<file path="config.mk">
export PLATFORM = sky130hd
export DESIGN_NAME = acc_multi_predecoder
export DESIGN_NICKNAME = d
export VERILOG_FILES = /design/src/rtl/acc_multi_predecoder.sv
export SDC_FILE = /design/constraint.sdc
export NUM_CORES = 1
export LEC_CHECK = 0
export ABC_CLOCK_PERIOD_IN_PS = 1000
export CORE_AREA = 2 2 39 41
export DETAILED_ROUTE_END_ITERATION = 12
export DIE_AREA = 0 0 41 43
export DONT_BUFFER_PORTS = 1
export REMOVE_ABC_BUFFERS = 1
export SLEW_MARGIN = 20
export SYNTH_ARGS = -nofsm -noshare
export SYNTH_HDL_FRONTEND = slang
export SYNTH_SLANG_ARGS = --single-unit
</file>
<file path="constraint.sdc">
create_clock -name clk_i -period 1 [get_ports clk_i]
set_clock_uncertainty 0.2 [all_clocks]
set_input_delay 0.2 -clock clk_i [delete_from_list [all_inputs] [get_ports clk_i]]
set_output_delay 0.2 -clock clk_i [all_outputs]
set_load 0.03 [all_outputs]
</file>
<file path="src/rtl/acc_multi_predecoder.sv">
// ============================================================================
//  Module   : acc_multi_predecoder
//  Brief    : Registered multi-extension offload predecoder with fixed-priority
//             match resolution and a valid/ready response channel.
//  Revision : 1.0
// ============================================================================
`default_nettype none

module acc_multi_predecoder #(
    parameter int unsigned NUM_EXT     = 2,
    parameter int unsigned NUM_INSTR   = 4,
    parameter int unsigned INSTR_WIDTH = 32,
    parameter int unsigned NUM_RS      = 3,
    parameter int unsigned NUM_WB      = 2,
    parameter int unsigned ID_WIDTH    = 4,
    parameter int unsigned EXT_W       = (NUM_EXT > 1) ? $clog2(NUM_EXT) : 1,
    parameter logic [NUM_EXT*NUM_INSTR-1:0][INSTR_WIDTH-1:0] INSTR_DATA   = '1,
    parameter logic [NUM_EXT*NUM_INSTR-1:0][INSTR_WIDTH-1:0] INSTR_MASK   = '0,
    parameter logic [NUM_EXT*NUM_INSTR-1:0][NUM_RS-1:0]      INSTR_USE_RS = '0,
    parameter logic [NUM_EXT*NUM_INSTR-1:0][NUM_WB-1:0]      INSTR_WB     = '0
) (
    input  logic                   clk_i,
    input  logic                   rst_i,
    input  logic [NUM_EXT-1:0]     ext_en_i,
    input  logic                   q_valid_i,
    output logic                   q_ready_o,
    input  logic [INSTR_WIDTH-1:0] q_instr_data_i,
    input  logic [ID_WIDTH-1:0]    q_id_i,
    output logic                   p_valid_o,
    input  logic                   p_ready_i,
    output logic                   p_accept_o,
    output logic [EXT_W-1:0]       p_ext_o,
    output logic [NUM_RS-1:0]      p_use_rs_o,
    output logic [NUM_WB-1:0]      p_writeback_o,
    output logic                   p_multi_o,
    output logic [ID_WIDTH-1:0]    p_id_o,
    output logic                   conflict_o,
    input  logic                   conflict_clr_i
);

    localparam int unsigned c_num_entries = NUM_EXT * NUM_INSTR;

    logic [c_num_entries-1:0]        w_entry_match;
    logic [NUM_EXT-1:0]              w_ext_match;
    logic [NUM_EXT-1:0]              w_hit;
    logic [NUM_EXT-1:0][NUM_RS-1:0]  w_ext_rs;
    logic [NUM_EXT-1:0][NUM_WB-1:0]  w_ext_wb;
    logic                            w_accept;
    logic                            w_multi;
    logic [EXT_W-1:0]                w_ext;
    logic [NUM_RS-1:0]               w_rs;
    logic [NUM_WB-1:0]               w_wb;
    logic                            w_q_ready;
    logic                            w_capture;

    logic                            r_valid;
    logic                            r_accept;
    logic [EXT_W-1:0]                r_ext;
    logic [NUM_RS-1:0]               r_use_rs;
    logic [NUM_WB-1:0]               r_wb;
    logic                            r_multi;
    logic [ID_WIDTH-1:0]             r_id;
    logic                            r_conflict;

    // Padding entries (data bits outside the mask) can never satisfy this compare.
    generate
        for (genvar k = 0; k < c_num_entries; k++) begin : g_entry
            assign w_entry_match[k] = ((INSTR_MASK[k] & q_instr_data_i) == INSTR_DATA[k]);
        end
    endgenerate

    always_comb begin
        w_ext_match = '0;
        w_ext_rs    = '0;
        w_ext_wb    = '0;
        for (int e = 0; e < NUM_EXT; e++) begin
            for (int i = 0; i < NUM_INSTR; i++) begin
                if (w_entry_match[e*NUM_INSTR+i]) begin
                    w_ext_match[e] = 1'b1;
                    w_ext_rs[e]    = w_ext_rs[e] | INSTR_USE_RS[e*NUM_INSTR+i];
                    w_ext_wb[e]    = w_ext_wb[e] | INSTR_WB[e*NUM_INSTR+i];
                end
            end
        end
    end

    assign w_hit = w_ext_match & ext_en_i;

    // Lowest-index hit wins; any later hit only flags a multi-match.
    always_comb begin
        w_accept = 1'b0;
        w_multi  = 1'b0;
        w_ext    = '0;
        w_rs     = '0;
        w_wb     = '0;
        for (int e = 0; e < NUM_EXT; e++) begin
            if (w_hit[e]) begin
                if (!w_accept) begin
                    w_accept = 1'b1;
                    w_ext    = EXT_W'(e);
                    w_rs     = w_ext_rs[e];
                    w_wb     = w_ext_wb[e];
                end else begin
                    w_multi  = 1'b1;
                end
            end
        end
    end

    assign w_q_ready = !rst_i && (!r_valid || p_ready_i);
    assign w_capture = q_valid_i && w_q_ready;

    always_ff @(posedge clk_i) begin
        if (rst_i) begin
            r_valid  <= 1'b0;
            r_accept <= 1'b0;
            r_ext    <= '0;
            r_use_rs <= '0;
            r_wb     <= '0;
            r_multi  <= 1'b0;
            r_id     <= '0;
        end else if (w_capture) begin
            r_valid  <= 1'b1;
            r_accept <= w_accept;
            r_ext    <= w_ext;
            r_use_rs <= w_rs;
            r_wb     <= w_wb;
            r_multi  <= w_multi;
            r_id     <= q_id_i;
        end else if (p_ready_i) begin
            r_valid  <= 1'b0;
        end
    end

    // Set has priority over a coincident clear.
    always_ff @(posedge clk_i) begin
        if (rst_i) begin
            r_conflict <= 1'b0;
        end else if (w_capture && w_multi) begin
            r_conflict <= 1'b1;
        end else if (conflict_clr_i) begin
            r_conflict <= 1'b0;
        end
    end

    assign q_ready_o     = w_q_ready;
    assign p_valid_o     = r_valid;
    assign p_accept_o    = r_accept;
    assign p_ext_o       = r_ext;
    assign p_use_rs_o    = r_use_rs;
    assign p_writeback_o = r_wb;
    assign p_multi_o     = r_multi;
    assign p_id_o        = r_id;
    assign conflict_o    = r_conflict;

endmodule

`default_nettype wire

</file>
==> impl_metrics.py, run 1 <==
metrics = {
    "synthesis": {
        "synth_top_area_share_pct": 32.3,
        "synth_top_cells_by_count": "9 x buf_4, 8 x nand2b_1, 5 x dfxtp_1",
        "syn_inst": 34,
        "syn_area_um2": 310,
        "synth_area_leaders": "dfxtp_1 32%, buf_4 22%, nand2b_1 16%",
        "synth.distinct_cells": 10,
        "ys_seq_elements": 5,
        "synth_most_common_cell": "buf_4",
        "synthFlopType": "dfxtp_1",
        "avgSynthCellArea_um2": 9.13,
        "ys_async_sr_fraction_pct": 0,
        "synth_top_area_cell": "dfxtp_1",
        "synth-edff-count": 0,
        "yosysWarnings": 0,
        "synth_seq_area_share_pct": 32.3,
    },
    "timing": {
        "rsz0062_at_grt": "true",
        "hold_violations": 0,
        "period_share_pct": 131,
        "setup_viol": 10,
        "fin_ws_ns": -0.309,
        "maxSlewViolCount": 0,
        "finalCriticalPeriod_ns": 1.31,
        "fmax_mhz": 764,
    },
    "worst_setup_path": {
        "crit_required_ns": 0.60,
        "r2r_setup_slack_ns": -0.22,
        "cp-end-kind": "primary output",
        "cp_cell_sequence": "nor2b_4 > nor2_1 > buf_4",
        "r2r-end": "p_id_o[0]$_SDFFE_PP0P_",
        "crit_arrival_ns": 0.91,
        "crit_path_end": "q_ready_o",
        "cp-startpoint": "p_valid_o$_SDFFE_PP0P_",
        "worstPathMaxFanout": 2,
        "worst_setup_path_start_kind": "flop",
        "worst_path_max_delay_cell": "dfxtp_2",
        "cpPeakStageDelay_ns": 0.31,
        "r2r-start": "p_valid_o$_SDFFE_PP0P_",
        "rr_worst_depth": 5,
        "crit_type": "flop to primary output",
    },
    "routing": {
        "drtIter0Drc": 1,
        "antenna_left": 0,
        "drc": 0,
        "vias": 257,
        "wirelength_um": 622,
        "viasPerCell": 3.72,
        "drtPass1Iterations": 2,
        "wire_per_inst_um": 9.01,
    },
    "global_route": {
        "met3_usage_pct": 6.28,
        "grt_usage_pct": 8.93,
        "antenna_found_initial": 0,
        "top_usage_layer": "met2",
        "grt_util_met1_pct": 8.01,
        "grt_pass1_wl_um": 1010,
        "grt_pass1_vias": 255,
        "grt.overflow.total": 0,
        "met2_usage_pct": 14.4,
        "grt_max_degree": 10,
    },
    "run_status": {
        "failed_checks": "negative setup slack",
        "status": "finished, violations left",
    },
    "floorplan": {
        "core-area_mm2": 0.00138,
        "die_h_um": 43,
        "boundaryPins": 58,
        "fp.dieW_um": 41,
        "die_area_mm2": 0.00176,
        "initial_core_util_pct": 22.4,
        "floorplan.rows": 14,
    },
    "power": {
        "ir_drop_mv": 0.643,
        "combPwrFrac_pct": 32.1,
        "swShare_pct": 29.8,
        "p_per_area_mw_per_mm2": 1270,
        "seq_power_share_pct": 33.8,
        "clock_power_share_pct": 34.1,
        "p_sw_mw": 0.201,
        "leakagePower_nw": 0.255,
        "p_int_mw": 0.475,
    },
    "final_layout": {
        "fin_nets": 97,
        "final_cells": 69,
        "drive_gt1_share_pct": 41.5,
        "syn_to_final_growth_pct": 71.8,
        "diodes": 0,
    },
    "placed_design": {
        "pre_cts_slack_ns": -0.122,
        "place_inst": 55,
        "io_buffer_count": 0,
        "place_congestion": 0.592,
        "place.detailed.hpwl_um": 433,
    },
    "clocking": {
        "cts.sink_count": 5,
        "tritoncts": "built",
        "htree_num_levels": 1,
        "clkTransAtPathRegs_ns": 0.04,
        "cts_root_buffer": "clkbuf_4",
        "cts-buffers-inserted": 3,
        "clock_latency_ns": 0.24,
        "cts.path.max_buffers": 2,
    },
    "worst_hold_path": {
        "hp-start": "p_ready_i",
        "hp-class": "primary input to flop",
    },
    "job": {
        "cap_violations": 0,
    },
}
-- sequential cells by signal (all words and copies together), names as in the netlist --
signal	cells
p_id_o	4
p_valid_o	1
-- power groups by stage --
stage / combinational (mW) / sequential, mW / clock, mW
6_report: 0.217 / 0.228 / 0.231
5_1_grt: 0.232 / 0.229 / 0.257
2_1_floorplan: 0.0829 / 0.249 / 0
3_3_place_gp: 0.169 / 0.229 / 0
3_5_place_dp: 0.171 / 0.229 / 0
4_1_cts: 0.203 / 0.228 / 0.247
-- worst min path at each step --
stage,to,slack [ns],cells after the start
2_1_floorplan,p_valid_o$_SDFFE_PP0P_,0.07,1
3_3_place_gp,p_valid_o$_SDFFE_PP0P_,0.07,1
3_5_place_dp,p_valid_o$_SDFFE_PP0P_,0.08,1
4_1_cts,p_valid_o$_SDFFE_PP0P_,0.06,4
5_1_grt,p_valid_o$_SDFFE_PP0P_,0.04,4
6_report,p_valid_o$_SDFFE_PP0P_,0.04,4
-- per-stage QoR --
| stage | cell area, µm² | hold slack [ns] | setup TNS, ns | util, % | power (mW) |
|---|---|---|---|---|---|
| floorplan | 258 | 0.0724 | -1.36 | - | 0.332 |
| global placement | 388 | 0.0741 | -0.513 | 28.0 | 0.398 |
| detailed placement | 388 | 0.0758 | -0.554 | 28.0 | 0.400 |
| CTS | 499 | 0.0624 | -1.89 | 36.1 | 0.678 |
| global route | 533 | 0.0436 | -2.16 | 38.5 | 0.719 |
| finish | 533 | 0.0418 | -1.78 | 38.5 | 0.676 |
-- area by class of cell --
| class | instances | area, µm² |
|---|---|---|
| fill | 144 | 851 |
| timing repair buffer | 18 | 218 |
| multi-input combinational | 26 | 163 |
| sequential | 5 | 106 |
| clock buffer | 4 | 26.3 |
| tap | 16 | 20.0 |
-- cell families after synthesis --
| family | synth area share (%) |
|---|---|
| buffers and inverters | 26.6 |
| other | 1.21 |
| AND/OR/NAND/NOR | 27.0 |
| flip-flops | 32.3 |
| multiplexers | 12.9 |
-- cells in the final DEF, fill, tap and decap left out, drive strengths merged --
| cell type | instances |
|---|---|
| nor2b | 2 |
| nor2 | 3 |
| conb | 9 |
| dlygate4sd3 | 5 |
| dlymetal6s4s | 1 |
| buf | 12 |
| clkbuf | 4 |
| nand2b | 8 |
| mux2i | 4 |
| dfxtp | 5 |
-- worst max-delay path: cells and delay by family, from the launching register on --
kind          cells  cell delay (ns)
simple gates      2             0.20
flops             1             0.31
buf+inv           1             0.16
-- layer usage --
metal | part of all wire (%) | wire, µm | up-vias
met4 | 0 | 0 | 0
met1 | 33 | 206 | 120
met5 | 0 | 0 | -
met2 | 56 | 351 | 13
met3 | 10 | 64 | 0
li1 | - | - | 124
-- timing repair --
action	4_1_cts	5_1_grt
hold endpoints to repair	5	0
resized for setup	7	4
setup buffers	1	3
setup endpoints to repair	10	11
hold buffers	6	0
No activity file was read; power rests on OpenSTA's default activity.
==> inputs of run 2 (changes only) <==
--- a/config.mk
+++ b/config.mk
@@ -5,7 +5,7 @@
 export SDC_FILE = /design/constraint.sdc
 export NUM_CORES = 1
 export LEC_CHECK = 0
-export ABC_CLOCK_PERIOD_IN_PS = 1000
+export ABC_CLOCK_PERIOD_IN_PS = 1200
 export CORE_AREA = 2 2 39 41
 export DETAILED_ROUTE_END_ITERATION = 12
 export DIE_AREA = 0 0 41 43
==> constraint.sdc (replaced) <==
create_clock -name clk_i -period 1.2 [get_ports clk_i]
set_clock_uncertainty 0.2 [all_clocks]
set_input_delay 0.24 -clock clk_i [delete_from_list [all_inputs] [get_ports clk_i]]
set_output_delay 0.24 -clock clk_i [all_outputs]
set_load 0.03 [all_outputs]
==> run 2 against run 1 <==
Net effect:
- the flow still finishes with violations (negative setup slack)
- non-clock buffer count decreased by 6
- sequential share of layout area rose by 4.5 points
- sequential power down 11%
- first-iteration DRC count unchanged
- setup slack better by 0.15 ns
- final cell count fell by 8.7%
- total power down 22%
- final area is 18% lower
- critical path depth did not move
- clock power is 12% lower
- wire length shrank 7.1%
==> impl_metrics.py, run 2 (same netlist as run 1, synthesis figures left out) <==
metrics = {
    "timing": {
        "finalCriticalPeriod_ns": 1.35,
        "maxSlewViolCount": 0,
        "rsz0062_at_grt": "true",
        "period_share_pct": 113,
        "hold_violations": 0,
        "whs_ns": 0.0960,
        "fin_ws_ns": -0.154,
        "fin_tns_setup_ns": -0.256,
        "fmax_mhz": 739,
        "setup_viol": 6,
    },
    "final_layout": {
        "fill_cells": 155,
        "largest_reg_flops": 4,
        "fin_nets": 91,
        "drive_gt1_share_pct": 34.0,
        "syn_to_final_growth_pct": 40.3,
        "diodes": 0,
        "layout_commonest_cell": "conb_1",
        "layout_common_cells": "9 x conb_1, 8 x nand2b_1, 6 x dlygate4sd3_1, 5 x dfxtp_2",
    },
    "floorplan": {
        "initial_core_util_pct": 22.4,
        "fp.dieW_um": 41,
        "boundaryPins": 58,
        "die_h_um": 43,
        "core-area_mm2": 0.00138,
        "die_area_mm2": 0.00176,
        "floorplan.rows": 14,
    },
    "power": {
        "p_per_area_mw_per_mm2": 1210,
        "p_int_mw": 0.359,
        "seq_power_share_pct": 38.6,
        "ir_drop_mv": 0.439,
        "leakagePower_nw": 0.202,
        "p_sw_mw": 0.170,
        "swShare_pct": 32.1,
        "combPwrFrac_pct": 23.0,
        "clock_power_share_pct": 38.4,
    },
    "job": {
        "cap_violations": 0,
    },
    "placed_design": {
        "io_buffer_count": 0,
        "place.detailed.hpwl_um": 402,
        "place_congestion": 0.557,
        "pre_cts_slack_ns": 0.0641,
    },
    "routing": {
        "drtPass1Iterations": 3,
        "wirelength_um": 578,
        "antenna_left": 0,
        "drtIter0Drc": 1,
        "vias": 235,
        "drc": 0,
        "viasPerCell": 3.73,
        "wire_per_inst_um": 9.17,
    },
    "worst_setup_path": {
        "cpPeakStageDelay_ns": 0.31,
        "crit_type": "flop to primary output",
        "cp-end-kind": "primary output",
        "crit_required_ns": 0.76,
        "worst_setup_path_start_kind": "flop",
        "crit_arrival_ns": 0.91,
        "cp_cell_sequence": "nor2b_4 > nor2_1 > buf_4",
        "worstPathMaxFanout": 2,
        "worst_path_max_delay_cell": "dfxtp_2",
    },
    "worst_hold_path": {
        "hp-class": "primary input to flop",
    },
    "clocking": {
        "cts.path.max_buffers": 2,
        "clock_latency_ns": 0.24,
        "cts.sink_count": 5,
        "cts-buffers-inserted": 3,
        "clkTransAtPathRegs_ns": 0.05,
        "cts_root_buffer": "clkbuf_4",
        "htree_num_levels": 1,
        "tritoncts": "built",
    },
    "global_route": {
        "antenna_found_initial": 0,
        "grt_max_degree": 10,
        "grt_usage_pct": 8.32,
        "grt.overflow.total": 0,
        "grt_pass1_vias": 236,
        "grt_pass1_wl_um": 966,
    },
    "run_status": {
        "failed_checks": "negative setup slack",
        "status": "finished, violations left",
    },
}
run 2: cell count changes in the layout (fill, tap and decap cells not counted), sizes merged:
| cell | previous run | this run |
|---|---|---|
| dlygate4sd3 | 5 | 6 |
| dlymetal6s4s | 1 | 0 |
| buf | 12 | 6 |
run 2: critical path, delay by kind of cell (launching register included):
family                 cells  cell delay, ns
flip-flops                 1            0.31
AND/OR/NAND/NOR            2            0.20
buffers and inverters      1            0.16
run 2: layout make-up:
cell class	count	area (µm²)	share of cell area, %
clock buffer	4	26.3	6.03
timing repair buffer	12	120	27.6
multi-input combinational	26	163	37.4
sequential	5	106	24.4
tap	16	20.0	4.60
run 2: layer usage:
metal | global-route usage, % | vias up | share of wire [%]
met2 | 13.4 | 12 | 53
met1 | 7.37 | 111 | 34
met5 | 0 | - | 0
met4 | 6.00 | 0 | 0
met3 | 4.19 | 0 | 13
li1 | - | 112 | -
run 2: what timing repair did:
action,in CTS,in global routing
setup buffers,1,1
hold endpoints to repair,5,0
gates resized for setup,4,6
setup endpoints to repair,4,7
hold buffers,6,0
run 2: path summary, 6_finish.rpt:
path	start	end	slack (ns)	cells after the start
setup / recovery	p_valid_o$_SDFFE_PP0P_	q_ready_o	-0.15	3
hold / removal	p_ready_i	p_valid_o$_SDFFE_PP0P_	0.1	4
setup reg to reg	p_valid_o$_SDFFE_PP0P_	p_id_o[2]$_SDFFE_PP0P_	-0.03	5
hold reg to reg	p_id_o[0]$_SDFFE_PP0P_	p_id_o[0]$_SDFFE_PP0P_	0.35	2
run 2: per-stage QoR:
stage | utilization (%) | power (mW) | cells | area, µm²
2_1_floorplan | - | 0.277 | 31 | 258
3_3_place_gp | 22.2 | 0.294 | 51 | 308
3_5_place_dp | 22.2 | 0.295 | 51 | 308
4_1_cts | 29.7 | 0.529 | 62 | 410
5_1_grt | 31.5 | 0.569 | 63 | 435
6_report | 31.5 | 0.529 | 63 | 435
run 2: power by group through the flow:
| stage | Clock, mW | Combinational, mW | Sequential [mW] |
|---|---|---|---|
| after floorplan | 0 | 0.0691 | 0.208 |
| final | 0.203 | 0.122 | 0.204 |
| after detailed placement | 0 | 0.0894 | 0.205 |
| after global routing | 0.230 | 0.133 | 0.206 |
| after CTS | 0.213 | 0.113 | 0.204 |
| after global placement | 0 | 0.0888 | 0.205 |
==> inputs of run 3 (changes only) <==
--- a/config.mk
+++ b/config.mk
@@ -15,3 +15,4 @@
 export SYNTH_ARGS = -nofsm -noshare
 export SYNTH_HDL_FRONTEND = slang
 export SYNTH_SLANG_ARGS = --single-unit
+export TNS_END_PERCENT = 1
==> run 3 against run 2 <==
Net effect:
- setup slack gained 0.0037 ns
- sequential share of layout area increased by 1.3 points
- critical path depth unchanged
- utilization shrank 1.6 points
- fmax grew 0.27%
- sequential power is essentially flat
- first-iteration DRC count stayed put
- the run still ends with negative setup slack left
- final area down 5.2%
- register-to-register slack about the same
- sequential cell count unchanged
==> impl_metrics.py, run 3 (same netlist as run 1, synthesis figures left out) <==
metrics = {
    "run_status": {
        "status": "finished, violations left",
        "failed_checks": "negative setup slack",
    },
    "worst_setup_path": {
        "rr_worst_depth": 5,
        "cp_cell_sequence": "nor2b_4 > nor2_1 > buf_4",
        "cpPeakStageDelay_ns": 0.31,
        "r2r-start": "p_valid_o$_SDFFE_PP0P_",
        "cp-startpoint": "p_valid_o$_SDFFE_PP0P_",
        "cp-end-kind": "primary output",
        "path_buf_inv": 1,
        "cp_num_cells": 3,
        "crit_type": "flop to primary output",
        "cp_top_family": "flip-flops",
        "worst_path_max_delay_cell": "dfxtp_2",
        "crit_required_ns": 0.76,
        "worst_setup_path_start_kind": "flop",
        "worstPathMaxFanout": 2,
        "crit_arrival_ns": 0.91,
    },
    "timing": {
        "period_share_pct": 113,
        "hold_violations": 0,
        "fmax_mhz": 741,
        "finalCriticalPeriod_ns": 1.35,
        "maxSlewViolCount": 0,
        "fin_ws_ns": -0.150,
        "rsz0062_at_grt": "true",
        "fin_tns_setup_ns": -0.274,
        "setup_viol": 5,
    },
    "worst_hold_path": {
        "hp-class": "primary input to flop",
        "hp-start": "p_ready_i",
        "hold_path_depth": 4,
    },
    "clocking": {
        "cts.sink_count": 5,
        "clkTransAtPathRegs_ns": 0.05,
        "tritoncts": "built",
        "htree_num_levels": 1,
        "cts-buffers-inserted": 3,
        "cts_root_buffer": "clkbuf_4",
        "cts.path.max_buffers": 2,
        "clock_latency_ns": 0.24,
    },
    "power": {
        "ir_drop_mv": 0.437,
        "p_per_area_mw_per_mm2": 1260,
        "power_mw": 0.520,
        "leakagePower_nw": 0.193,
    },
    "final_layout": {
        "diodes": 0,
        "syn_to_final_growth_pct": 33.1,
        "largest_reg_flops": 4,
        "drive_gt1_share_pct": 32.6,
        "layout_common_cells": "9 x conb_1, 8 x nand2b_1, 6 x dlygate4sd3_1, 5 x dfxtp_2, 5 x buf_4",
        "fin_nets": 90,
        "layout_commonest_cell": "conb_1",
        "final_cells": 62,
    },
    "routing": {
        "antenna_left": 0,
        "drtPass1Iterations": 3,
        "drc": 0,
        "drtIter0Drc": 1,
        "vias": 235,
        "wirelength_um": 574,
        "viasPerCell": 3.79,
        "wire_per_inst_um": 9.26,
    },
    "job": {
        "cap_violations": 0,
    },
    "floorplan": {
        "die_area_mm2": 0.00176,
        "boundaryPins": 58,
        "fp.dieW_um": 41,
        "die_h_um": 43,
        "core-area_mm2": 0.00138,
        "floorplan.rows": 14,
        "initial_core_util_pct": 22.4,
    },
    "placed_design": {
        "place_congestion": 0.557,
        "place_inst": 51,
        "place.detailed.hpwl_um": 402,
        "io_buffer_count": 0,
    },
    "global_route": {
        "grt_pass1_vias": 236,
        "antenna_found_initial": 0,
        "grt_pass1_wl_um": 966,
        "grt_usage_pct": 8.32,
        "grt_max_degree": 10,
        "grt.overflow.total": 0,
    },
}
[run 3: layer usage]
| metal | up-vias | share of wire (%) | track usage (%) |
|---|---|---|---|
| li1 | 111 | - | - |
| met1 | 112 | 33 | 7.37 |
| met2 | 12 | 53 | 13.4 |
| met3 | 0 | 13 | 4.19 |
| met4 | 0 | 0 | 6.00 |
| met5 | - | 0 | 0 |
[run 3: path summary, 6_finish.rpt]
kind	to	slack, ns
worst max register to register	p_id_o[2]$_SDFFE_PP0P_	-0.04
worst min-delay path	p_valid_o$_SDFFE_PP0P_	0.12
worst min register to register	p_id_o[0]$_SDFFE_PP0P_	0.35
worst max-delay path	q_ready_o	-0.15
[run 3: power by group]
| group | internal [mW] | total (mW) | leakage (nW) | switching [mW] |
|---|---|---|---|---|
| clock | 0.126 | 0.204 | 0.0150 | 0.0775 |
| sequential | 0.180 | 0.204 | 0.0430 | 0.0240 |
| combinational | 0.0455 | 0.112 | 0.135 | 0.0665 |
| total | 0.352 | 0.520 | 0.193 | 0.168 |
[run 3: metrics by stage]
step / hold slack, ns / area, µm² / setup slack [ns] / util, %
finish: 0.119 / 413 / -0.150 / 29.8
global route: 0.126 / 413 / -0.192 / 29.8
CTS: 0.101 / 409 / -0.166 / 29.6
detailed placement: 0.116 / 308 / 0.0641 / 22.2
global placement: 0.114 / 308 / 0.0853 / 22.2
floorplan: 0.112 / 258 / -0.205 / -
[run 3: tightest hold or removal path, stage by stage]
cell and delay (ns):
nor2b_4 0.02, buf_4 0.13, nor2_1 0.09, nor2_1 0.04
[run 3: area by class of cell]
type	count	area [µm²]
clock buffer	4	26.3
fill	156	971
multi-input combinational	26	163
sequential	5	106
tap	16	20.0
timing repair buffer	11	97.6
[run 3: repair_timing]
item,CTS,global route
resized for setup,3,3
setup buffers,1,0
setup endpoints to repair,4,8
hold buffers,6,0
hold endpoints to repair,5,0
